===== src/rtl/uart_param.sv =====
// UART transceiver: parameterised baud divider, payload width, parity mode and stop bits.
// Tx drives start bit from the accept edge; tdata_ready low for the whole frame and requests made while busy are dropped. Rx pulses rdata_valid one cycle after the stop sample and has no backpressure.
module uart_param #(
  parameter int CLKS_PER_BIT = 108,
  parameter int DATA_BITS    = 8,
  parameter int PARITY       = 0,
  parameter int STOP_BITS    = 1
) (
  input  logic                 clk,
  input  logic                 rst,
  input  logic                 uart_rx,
  input  logic [DATA_BITS-1:0] tdata,
  input  logic                 tdata_req,
  output logic                 tdata_ready,
  output logic                 uart_tx,
  output logic [DATA_BITS-1:0] rdata,
  output logic                 rdata_valid,
  output logic                 frame_err,
  output logic                 parity_err
);

  generate
    if (CLKS_PER_BIT < 4 || CLKS_PER_BIT > 1023 || DATA_BITS < 5 || DATA_BITS > 8 ||
        PARITY < 0 || PARITY > 2 || STOP_BITS < 1 || STOP_BITS > 2) begin : g_bad_param
      $error("uart_param: illegal parameter value");
    end
  endgenerate

  localparam int              CNT_W     = $clog2(CLKS_PER_BIT);
  localparam logic [CNT_W-1:0] BIT_LAST  = CNT_W'(CLKS_PER_BIT - 1);
  localparam logic [CNT_W-1:0] HALF_LAST = CNT_W'(CLKS_PER_BIT / 2 - 1);
  localparam logic [2:0]      IDX_LAST  = 3'(DATA_BITS - 1);
  localparam logic            STOP_LAST = 1'(STOP_BITS - 1);
  localparam logic            PAR_ODD   = (PARITY == 1);

  typedef enum logic [2:0] {T_IDLE, T_START, T_DATA, T_PARITY, T_STOP} tx_state_t;
  typedef enum logic [2:0] {R_IDLE, R_START, R_DATA, R_PARITY, R_STOP, R_WAIT_HIGH} rx_state_t;

  tx_state_t            r_tx_state;
  logic [CNT_W-1:0]     r_tx_cnt;
  logic [2:0]           r_tx_idx;
  logic                 r_tx_stop_idx;
  logic [DATA_BITS-1:0] r_tx_shift;
  logic                 r_tx_par;
  logic                 r_tx;
  logic                 r_tx_ready;
  logic                 w_tx_accept;
  logic                 w_tx_bit_end;

  assign w_tx_accept  = tdata_req & r_tx_ready;
  assign w_tx_bit_end = (r_tx_cnt == BIT_LAST);

  always_ff @(posedge clk) begin
    if (rst) begin
      r_tx_state    <= T_IDLE;
      r_tx_cnt      <= '0;
      r_tx_idx      <= '0;
      r_tx_stop_idx <= 1'b0;
      r_tx_shift    <= '0;
      r_tx_par      <= 1'b0;
      r_tx          <= 1'b1;
      r_tx_ready    <= 1'b0;
    end else begin
      case (r_tx_state)
        T_IDLE: begin
          r_tx       <= 1'b1;
          r_tx_ready <= 1'b1;
          if (w_tx_accept) begin
            r_tx_state <= T_START;
            r_tx_ready <= 1'b0;
            r_tx       <= 1'b0;
            r_tx_cnt   <= '0;
            r_tx_shift <= tdata;
            r_tx_par   <= (^tdata) ^ PAR_ODD;
          end
        end
        default: begin
          if (w_tx_bit_end) r_tx_cnt <= '0;
          else              r_tx_cnt <= r_tx_cnt + 1'b1;
          if (w_tx_bit_end) begin
            case (r_tx_state)
              T_START: begin
                r_tx_state <= T_DATA;
                r_tx_idx   <= '0;
                r_tx       <= r_tx_shift[0];
              end
              T_DATA: begin
                r_tx_shift <= r_tx_shift >> 1;
                if (r_tx_idx == IDX_LAST) begin
                  if (PARITY != 0) begin
                    r_tx_state <= T_PARITY;
                    r_tx       <= r_tx_par;
                  end else begin
                    r_tx_state    <= T_STOP;
                    r_tx          <= 1'b1;
                    r_tx_stop_idx <= 1'b0;
                  end
                end else begin
                  r_tx_idx <= r_tx_idx + 1'b1;
                  r_tx     <= r_tx_shift[1];
                end
              end
              T_PARITY: begin
                r_tx_state    <= T_STOP;
                r_tx          <= 1'b1;
                r_tx_stop_idx <= 1'b0;
              end
              T_STOP: begin
                // ready rises on the very edge that ends the last stop bit
                if (r_tx_stop_idx == STOP_LAST) begin
                  r_tx_state <= T_IDLE;
                  r_tx_ready <= 1'b1;
                end else begin
                  r_tx_stop_idx <= 1'b1;
                end
              end
              default: r_tx_state <= T_IDLE;
            endcase
          end
        end
      endcase
    end
  end

  logic                 r_rx_meta;
  logic                 r_rx_s;
  rx_state_t            r_rx_state;
  logic [CNT_W-1:0]     r_rx_cnt;
  logic [2:0]           r_rx_idx;
  logic [DATA_BITS-1:0] r_rx_shift;
  logic                 r_rx_par_acc;
  logic                 r_rx_par_err;
  logic [DATA_BITS-1:0] r_rdata;
  logic                 r_rdata_valid;
  logic                 r_frame_err;
  logic                 r_parity_err;
  logic                 w_rx_bit_end;

  assign w_rx_bit_end = (r_rx_cnt == BIT_LAST);

  always_ff @(posedge clk) begin
    if (rst) begin
      r_rx_meta <= 1'b1;
      r_rx_s    <= 1'b1;
    end else begin
      r_rx_meta <= uart_rx;
      r_rx_s    <= r_rx_meta;
    end
  end

  always_ff @(posedge clk) begin
    if (rst) begin
      r_rx_state    <= R_IDLE;
      r_rx_cnt      <= '0;
      r_rx_idx      <= '0;
      r_rx_shift    <= '0;
      r_rx_par_acc  <= 1'b0;
      r_rx_par_err  <= 1'b0;
      r_rdata       <= '0;
      r_rdata_valid <= 1'b0;
      r_frame_err   <= 1'b0;
      r_parity_err  <= 1'b0;
    end else begin
      r_rdata_valid <= 1'b0;
      case (r_rx_state)
        R_IDLE: begin
          if (!r_rx_s) begin
            r_rx_state <= R_START;
            r_rx_cnt   <= '0;
          end
        end
        R_START: begin
          // resample mid start bit; a high line here is a glitch, not a frame
          if (r_rx_cnt == HALF_LAST) begin
            r_rx_cnt <= '0;
            if (r_rx_s) begin
              r_rx_state <= R_IDLE;
            end else begin
              r_rx_state   <= R_DATA;
              r_rx_idx     <= '0;
              r_rx_par_acc <= 1'b0;
            end
          end else begin
            r_rx_cnt <= r_rx_cnt + 1'b1;
          end
        end
        R_DATA: begin
          if (w_rx_bit_end) begin
            r_rx_cnt     <= '0;
            r_rx_shift   <= {r_rx_s, r_rx_shift[DATA_BITS-1:1]};
            r_rx_par_acc <= r_rx_par_acc ^ r_rx_s;
            if (r_rx_idx == IDX_LAST) begin
              r_rx_par_err <= 1'b0;
              r_rx_state   <= (PARITY != 0) ? R_PARITY : R_STOP;
            end else begin
              r_rx_idx <= r_rx_idx + 1'b1;
            end
          end else begin
            r_rx_cnt <= r_rx_cnt + 1'b1;
          end
        end
        R_PARITY: begin
          if (w_rx_bit_end) begin
            r_rx_cnt     <= '0;
            r_rx_par_err <= r_rx_par_acc ^ r_rx_s ^ PAR_ODD;
            r_rx_state   <= R_STOP;
          end else begin
            r_rx_cnt <= r_rx_cnt + 1'b1;
          end
        end
        R_STOP: begin
          if (w_rx_bit_end) begin
            r_rx_cnt      <= '0;
            r_rdata       <= r_rx_shift;
            r_rdata_valid <= 1'b1;
            r_frame_err   <= ~r_rx_s;
            r_parity_err  <= r_rx_par_err;
            r_rx_state    <= r_rx_s ? R_IDLE : R_WAIT_HIGH;
          end else begin
            r_rx_cnt <= r_rx_cnt + 1'b1;
          end
        end
        R_WAIT_HIGH: begin
          if (r_rx_s) r_rx_state <= R_IDLE;
        end
        default: r_rx_state <= R_IDLE;
      endcase
    end
  end

  assign tdata_ready = r_tx_ready;
  assign uart_tx     = r_tx;
  assign rdata       = r_rdata;
  assign rdata_valid = r_rdata_valid;
  assign frame_err   = r_frame_err;
  assign parity_err  = r_parity_err;

endmodule


===== config.mk =====
export PLATFORM = sky130hd
export DESIGN_NAME = uart_param
export DESIGN_NICKNAME = d
export VERILOG_FILES = /design/src/rtl/uart_param.sv
export SDC_FILE = /design/constraint.sdc
export NUM_CORES = 1
export LEC_CHECK = 0
export ABC_AREA = 1
export CAP_MARGIN = 20
export CORE_AREA = 3 3 91 71
export DETAILED_ROUTE_END_ITERATION = 8
export DIE_AREA = 0 0 94 74
export GPL_TIMING_DRIVEN = 0
export PLACE_DENSITY = 0.73
export SLEW_MARGIN = 20
export SYNTH_ARGS = -nofsm -noshare
export SYNTH_HDL_FRONTEND = slang
export SYNTH_SLANG_ARGS = --single-unit

===== constraint.sdc =====
create_clock -name clk -period 1.55 [get_ports clk]
set_clock_uncertainty 0.2 [all_clocks]
set_input_delay 0.31 -clock clk [delete_from_list [all_inputs] [get_ports clk]]
set_output_delay 0.31 -clock clk [all_outputs]
set_load 0.05 [all_outputs]

==> impl_metrics.py, run 1 <==
metrics = {
    "layout": {
        "area_growth_pct": 34.4,
        "register_area_um2": 1210,
        "nets": 477,
        "design_area_um2": 3820,
        "drive_above_1_share_pct": 34.8,
        "fin_cells": 541,
        "fillCellCount": 482,
        "antenna-diode-count": 0,
        "fin_util_pct": 66.9,
        "multi_input_area_um2": 1690,
    },
    "sta": {
        "rsz0062_at_grt": "true",
        "finalCritPeriodShare_pct": 105,
        "maxSlewViolCount": 0,
        "final-setup-viol-count": 31,
        "fmax_mhz": 617,
        "relSlewSlack_pct": 61.3,
        "setup_slack_ps": -71.6,
        "tightest_slew_ps": 580,
        "post-route-min-period_ps": 1620,
        "finalHoldViolCount": 0,
    },
    "drt": {
        "ant_nets": 0,
        "first_pass_iters": 4,
        "vias": 2712,
        "drc_errors": 0,
        "wl_mm": 7.13,
        "vias_per_cell": 5.01,
        "wire_per_inst_um": 13.2,
        "drtIter0Drc": 92,
    },
    "die": {
        "core_area_um2": 5710,
        "fp.dieH_um": 74,
        "start_util_pct": 49.8,
        "die_w_um": 94,
        "num_rows": 24,
        "dieArea_um2": 6960,
        "ioPinCount": 25,
    },
    "synthesis": {
        "syn_nets": 419,
        "ys_seq_area_share_pct": 41.6,
        "syn_inst": 400,
        "ys_types": 34,
        "synthTopCellsByArea": "dfxtp_1 42%, nand2_1 11%, nor2_1 10%",
        "ys_warn_count": 0,
        "synth_area_um2": 2840,
        "synth_top_area_share_pct": 41.6,
        "synth_edf_count": 0,
        "yosysMostFrequentCell": "nand2_1",
        "yosys_most_used_dff": "dfxtp_1",
        "syn_avg_cell_area_um2": 7.10,
        "yosys.area.top_type": "dfxtp_1",
        "yosys_register_bits": 59,
        "postSynth.asyncResetShare_pct": 0,
        "yosys-top-cells-count": "84 x nand2_1, 79 x nor2_1, 59 x dfxtp_1",
    },
    "power_and_ir_drop": {
        "combPwrFrac_pct": 47.2,
        "switchingPower_uw": 2650,
        "ir_drop_v": 0.000800,
        "switching_share_pct": 42.2,
        "p_seq_share_pct": 32.2,
        "p_int_uw": 3630,
        "p_per_area_nw_per_um2": 1650,
        "clockPowerShare_pct": 20.5,
        "power_uw": 6280,
        "p_leak_uw": 0.00172,
    },
    "job": {
        "maxCapViolCount": 0,
    },
    "global_route": {
        "grt_pass1_wl_mm": 10.9,
        "grt_use_total_pct": 20.0,
        "antenna_found_initial": 0,
        "grt_pass1_vias": 2415,
        "grt_max_degree": 16,
        "overflow": 0,
    },
    "clock_network": {
        "clock-sinks": 59,
        "clk_pin_slew_ps": 70,
        "clock_tree.root_cell": "clkbuf_8",
        "cts_tree": "yes",
        "cts.htree.levels": 3,
        "cts_made_buffers": 9,
        "clk_path_buf_depth": 2,
        "hold_buffers": 0,
        "clock_latency_ps": 350,
    },
    "status": {
        "violations": "negative setup slack",
        "status": "finished, violations left",
    },
    "setup_path": {
        "crit_top_cell": "buf_4",
        "cp-start-kind": "flop",
        "path_cells": "ha_4 > nand2_2 > inv_2 > nand3_4 > nand2_4 > buf_4 > buf_4 > nand3_1 > nand2_1 > a21oi_1",
        "crit_arrival_ps": 1690,
        "required_ps": 1620,
        "cp_slowest_cell": "dfxtp_4",
        "rrSetupSlack_ps": -70,
        "end_kind": "flop",
        "crit_path_max_incr_delay_ps": 360,
        "crit_fanout": 4,
        "path_class": "flop to flop",
    },
    "placement": {
        "port_buffers": 24,
        "placedCellCount": 502,
        "place_hpwl_mm": 4.23,
        "gp_congestion": 0.852,
        "post_dp_cell_area_um2": 3190,
    },
    "hold_path": {
        "min_path_type": "flop to flop",
    },
}
## critical path, delay by kind of cell (launching register included)
family	cells	cell delay, ps
compound gates	1	110
buf+inv	3	320
simple gates	5	400
fa+ha+maj	1	170
flops	1	360
## through the flow
step	setup WS [ps]	hold WS [ps]	setup TNS (ps)
finish	-71.6	221	-995
CTS	-49.8	226	-393
detailed placement	-728	207	-17080
floorplan	2.56	189	0
global placement	-716	192	-16420
global route	-160	245	-4910
## layer usage
| metal | global-route usage [%] | wire length [um] | part of all wire, % |
|---|---|---|---|
| met5 | 0 | 0 | 0 |
| met4 | 4.81 | 63 | 0.88 |
| met3 | 6.07 | 281 | 3.9 |
| met2 | 32.8 | 3480 | 49 |
| met1 | 26.2 | 3300 | 46 |
## kinds of logic (layout without fill, tap and decap cells)
kind of cell	count (synthesis)	after routing	synth area share, %
fa+ha+maj	7	7	3.08
simple gates	211	211	33.4
buf+inv	52	115	7.84
flops	59	59	41.6
xor+xnor	7	7	2.16
compound gates	64	64	11.9
## flip-flops by register name, summed over array words and instances (netlist names)
name / count
tdata_ready: 1
r_rx_s: 1
r_tx_idx: 3
frame_err: 1
r_rx_shift: 8
r_rx_state: 3
r_rx_par_err: 1
r_tx_cnt: 7
rdata: 8
r_rx_meta: 1
r_tx_shift: 8
r_rx_cnt: 7
uart_tx: 1
parity_err: 1
rdata_valid: 1
r_rx_idx: 3
r_rx_par_acc: 1
r_tx_state: 3
## layout make-up
class / instances / share of cell area [%]
Inverter: 42 / 4.26
Clock buffer: 9 / 3.25
Buffer: 9 / 1.70
Multi-Input combinational cell: 289 / 44.3
Clock inverter: 7 / 1.54
Tap cell: 78 / 2.56
Sequential cell: 59 / 31.7
Timing Repair Buffer: 48 / 10.7
## power groups by stage
stage / registers, uW / logic, uW / clock network (uW)
finish: 2030 / 2970 / 1290
CTS: 1970 / 2330 / 1320
floorplan: 2010 / 1570 / 0
global route: 2050 / 3250 / 1380
detailed placement: 1980 / 2020 / 0
global placement: 1970 / 1980 / 0
## timing repair
action | 4_1_cts | 5_1_grt
buffers inserted | 14 | 8
pin swaps | 11 | 29
gates resized for setup | 96 | 80
gates cloned | 1 | 1
setup endpoints to repair | 64 | 52
## cells in the final DEF (no fill, tap or decap), types with 8 or more instances in the layout
cell type        count
a21oi_1             16
buf_2               14
buf_4               18
clkbuf_8             9
clkdlybuf4s50_1     11
dfxtp_1             46
dfxtp_2              8
inv_1               30
inv_2               10
nand2_1             68
nand2_2             19
nand3_1             17
nor2_1              67
nor2_2              11
o21ai_0             19
o21ai_2             10
## path summary, 6_finish.rpt
path              cells past startpoint   startpoint            end
hold / removal                        1    r_rx_meta         r_rx_s
setup / recovery                     10  r_tx_cnt[0]  r_tx_state[2]
setup reg to reg                     10  r_tx_cnt[0]  r_tx_state[2]
hold reg to reg                       1    r_rx_meta         r_rx_s
Note: power is estimated with default switching activity, not from simulation.
==> run 2: changes to the inputs <==
- GPL_ROUTABILITY_DRIVEN: default -> 0
==> results of run 2 <==
No change in the layout: final DEF, timing and power equal those of run 1.
==> run 3: changes to the inputs <==
- CORE_AREA: 3 3 91 71 -> 2 2 90 70
- DIE_AREA: 0 0 94 74 -> 0 0 92 72
==> run 3 against run 2 <==
Effect of this change: power about the same; critical path type unchanged; largest cell class unchanged; largest power group unchanged; die area decreased by 4.8%; the flow still finishes with violations (negative setup slack); sequential power decreased by 2%; non-clock buffer count decreased by 2; maximum frequency increased by 1.3%; worst hold slack about the same.
==> impl_metrics.py, run 3 (synthesis results as in run 1) <==
metrics = {
    "setup_path": {
        "crit_fanout": 10,
        "path_cells": "ha_4 > nand2_2 > inv_2 > nand3_4 > nand2_4 > nand3_4 > buf_8 > nor2_1 > nor2_1",
        "path_class": "flop to flop",
        "required_ps": 1590,
        "end_kind": "flop",
        "cp_slowest_cell": "dfxtp_4",
        "cp-start-kind": "flop",
        "crit_path_max_incr_delay_ps": 370,
        "crit_arrival_ps": 1640,
        "rrSetupSlack_ps": -50,
    },
    "clock_network": {
        "cts_made_buffers": 9,
        "cts.htree.levels": 3,
        "cts_tree": "yes",
        "clk_pin_slew_ps": 70,
        "clock_tree.root_cell": "clkbuf_8",
        "clk_path_buf_depth": 2,
        "clock-sinks": 59,
        "clock_latency_ps": 340,
    },
    "layout": {
        "area_growth_pct": 32.0,
        "mostFrequentLayoutCells": "74 x nand2_1, 66 x nor2_1, 49 x dfxtp_1, 32 x inv_1, 26 x o21ai_0",
        "nets": 475,
        "design_area_um2": 3750,
        "drive_above_1_share_pct": 29.5,
        "fin_cells": 539,
        "final_common_cell": "nand2_1",
        "antenna-diode-count": 0,
        "fillCellCount": 478,
    },
    "power_and_ir_drop": {
        "power_uw": 6280,
        "p_per_area_nw_per_um2": 1680,
        "p_leak_uw": 0.00172,
        "ir_drop_v": 0.000688,
    },
    "global_route": {
        "grt_pass1_vias": 2509,
        "antenna_found_initial": 0,
        "grt_use_total_pct": 21.4,
        "grt_max_degree": 12,
        "overflow": 0,
        "grt_pass1_wl_mm": 11.4,
    },
    "drt": {
        "ant_nets": 0,
        "drtIter0Drc": 151,
        "vias": 2687,
        "wl_mm": 6.65,
        "wire_per_inst_um": 12.3,
        "first_pass_iters": 5,
        "vias_per_cell": 4.99,
        "drc_errors": 0,
    },
    "die": {
        "ioPinCount": 25,
        "die_w_um": 92,
        "core_area_um2": 5710,
        "num_rows": 24,
        "fp.dieH_um": 72,
        "dieArea_um2": 6620,
        "start_util_pct": 49.8,
    },
    "placement": {
        "post_dp_cell_area_um2": 3190,
        "place_hpwl_mm": 4.29,
        "port_buffers": 24,
        "pre_cts_slack_ps": -729,
        "placedCellCount": 502,
    },
    "status": {
        "violations": "negative setup slack",
        "status": "finished, violations left",
    },
    "sta": {
        "finalCritPeriodShare_pct": 103,
        "fmax_mhz": 625,
        "setup_slack_ps": -51.2,
        "final-setup-viol-count": 13,
        "rsz0062_at_grt": "true",
        "maxSlewViolCount": 0,
        "relSlewSlack_pct": 77.2,
        "finalHoldViolCount": 0,
        "tightest_slew_ps": 342,
        "post-route-min-period_ps": 1600,
    },
    "job": {
        "maxCapViolCount": 0,
    },
    "hold_path": {
        "min_path_type": "flop to flop",
    },
}
[run 3: changes by cell type in the layout (fill, tap and decap cells not counted), moves of 4 or more]
cell     before  now
a21oi_1      16   20
a21oi_2       7    3
nand2_1      68   74
nand2_2      19   12
o21ai_0      19   26
o21ai_2      10    2
[run 3: report_power, final]
group	internal, uW	switching, uW
clock network	908	638
registers	1780	212
logic	1110	1630
[run 3: through the flow]
step / util, % / TNS, ps / hold slack, ps
2_1_floorplan: - / 0 / 189
3_3_place_gp: 55.9 / -16270 / 192
3_5_place_dp: 55.9 / -17750 / 212
4_1_cts: 63.0 / -279 / 230
5_1_grt: 65.7 / -4080 / 231
6_report: 65.7 / -288 / 221
[run 3: area by class of cell]
class	count	area, um^2	area share [%]
multi-input cells	289	1620	43.3
flip-flops and latches	59	1200	32.1
repair buffers	45	374	9.99
inverters	42	163	4.34
clock buffers	10	128	3.41
well taps	78	97.6	2.61
clock inverters	6	90.1	2.40
plain buffers	10	72.6	1.94
[run 3: worst paths after layout]
path / from / to / cells past startpoint
min reg2reg: r_rx_meta / r_rx_s / 1
max: r_tx_cnt[0] / r_tx_shift[1] / 9
min: r_rx_meta / r_rx_s / 1
max reg2reg: r_tx_cnt[0] / r_tx_shift[1] / 9
[run 3: critical path: cells and delay by family (launching register included)]
kind | cells | cell delay, ps
buffers and inverters | 2 | 230
and+or+nand+nor | 6 | 550
adders and majority gates | 1 | 160
DFF | 1 | 370
[run 3: metal layers]
metal | vias to the layer above | wire length (um) | global-route usage (%)
li1 | 1387 | - | -
met1 | 1240 | 3240 | 28.3
met4 | 0 | 65 | 6.63
met5 | - | 0 | 0
met2 | 54 | 3080 | 34.7
met3 | 6 | 253 | 5.82
[run 3: what timing repair did]
item | CTS | global route
hold endpoints to repair | 0 | 0
gates cloned | 1 | 0
setup buffers | 16 | 4
hold buffers | 0 | 0
setup endpoints to repair | 64 | 52
pin swaps | 12 | 11
resized for setup | 99 | 42
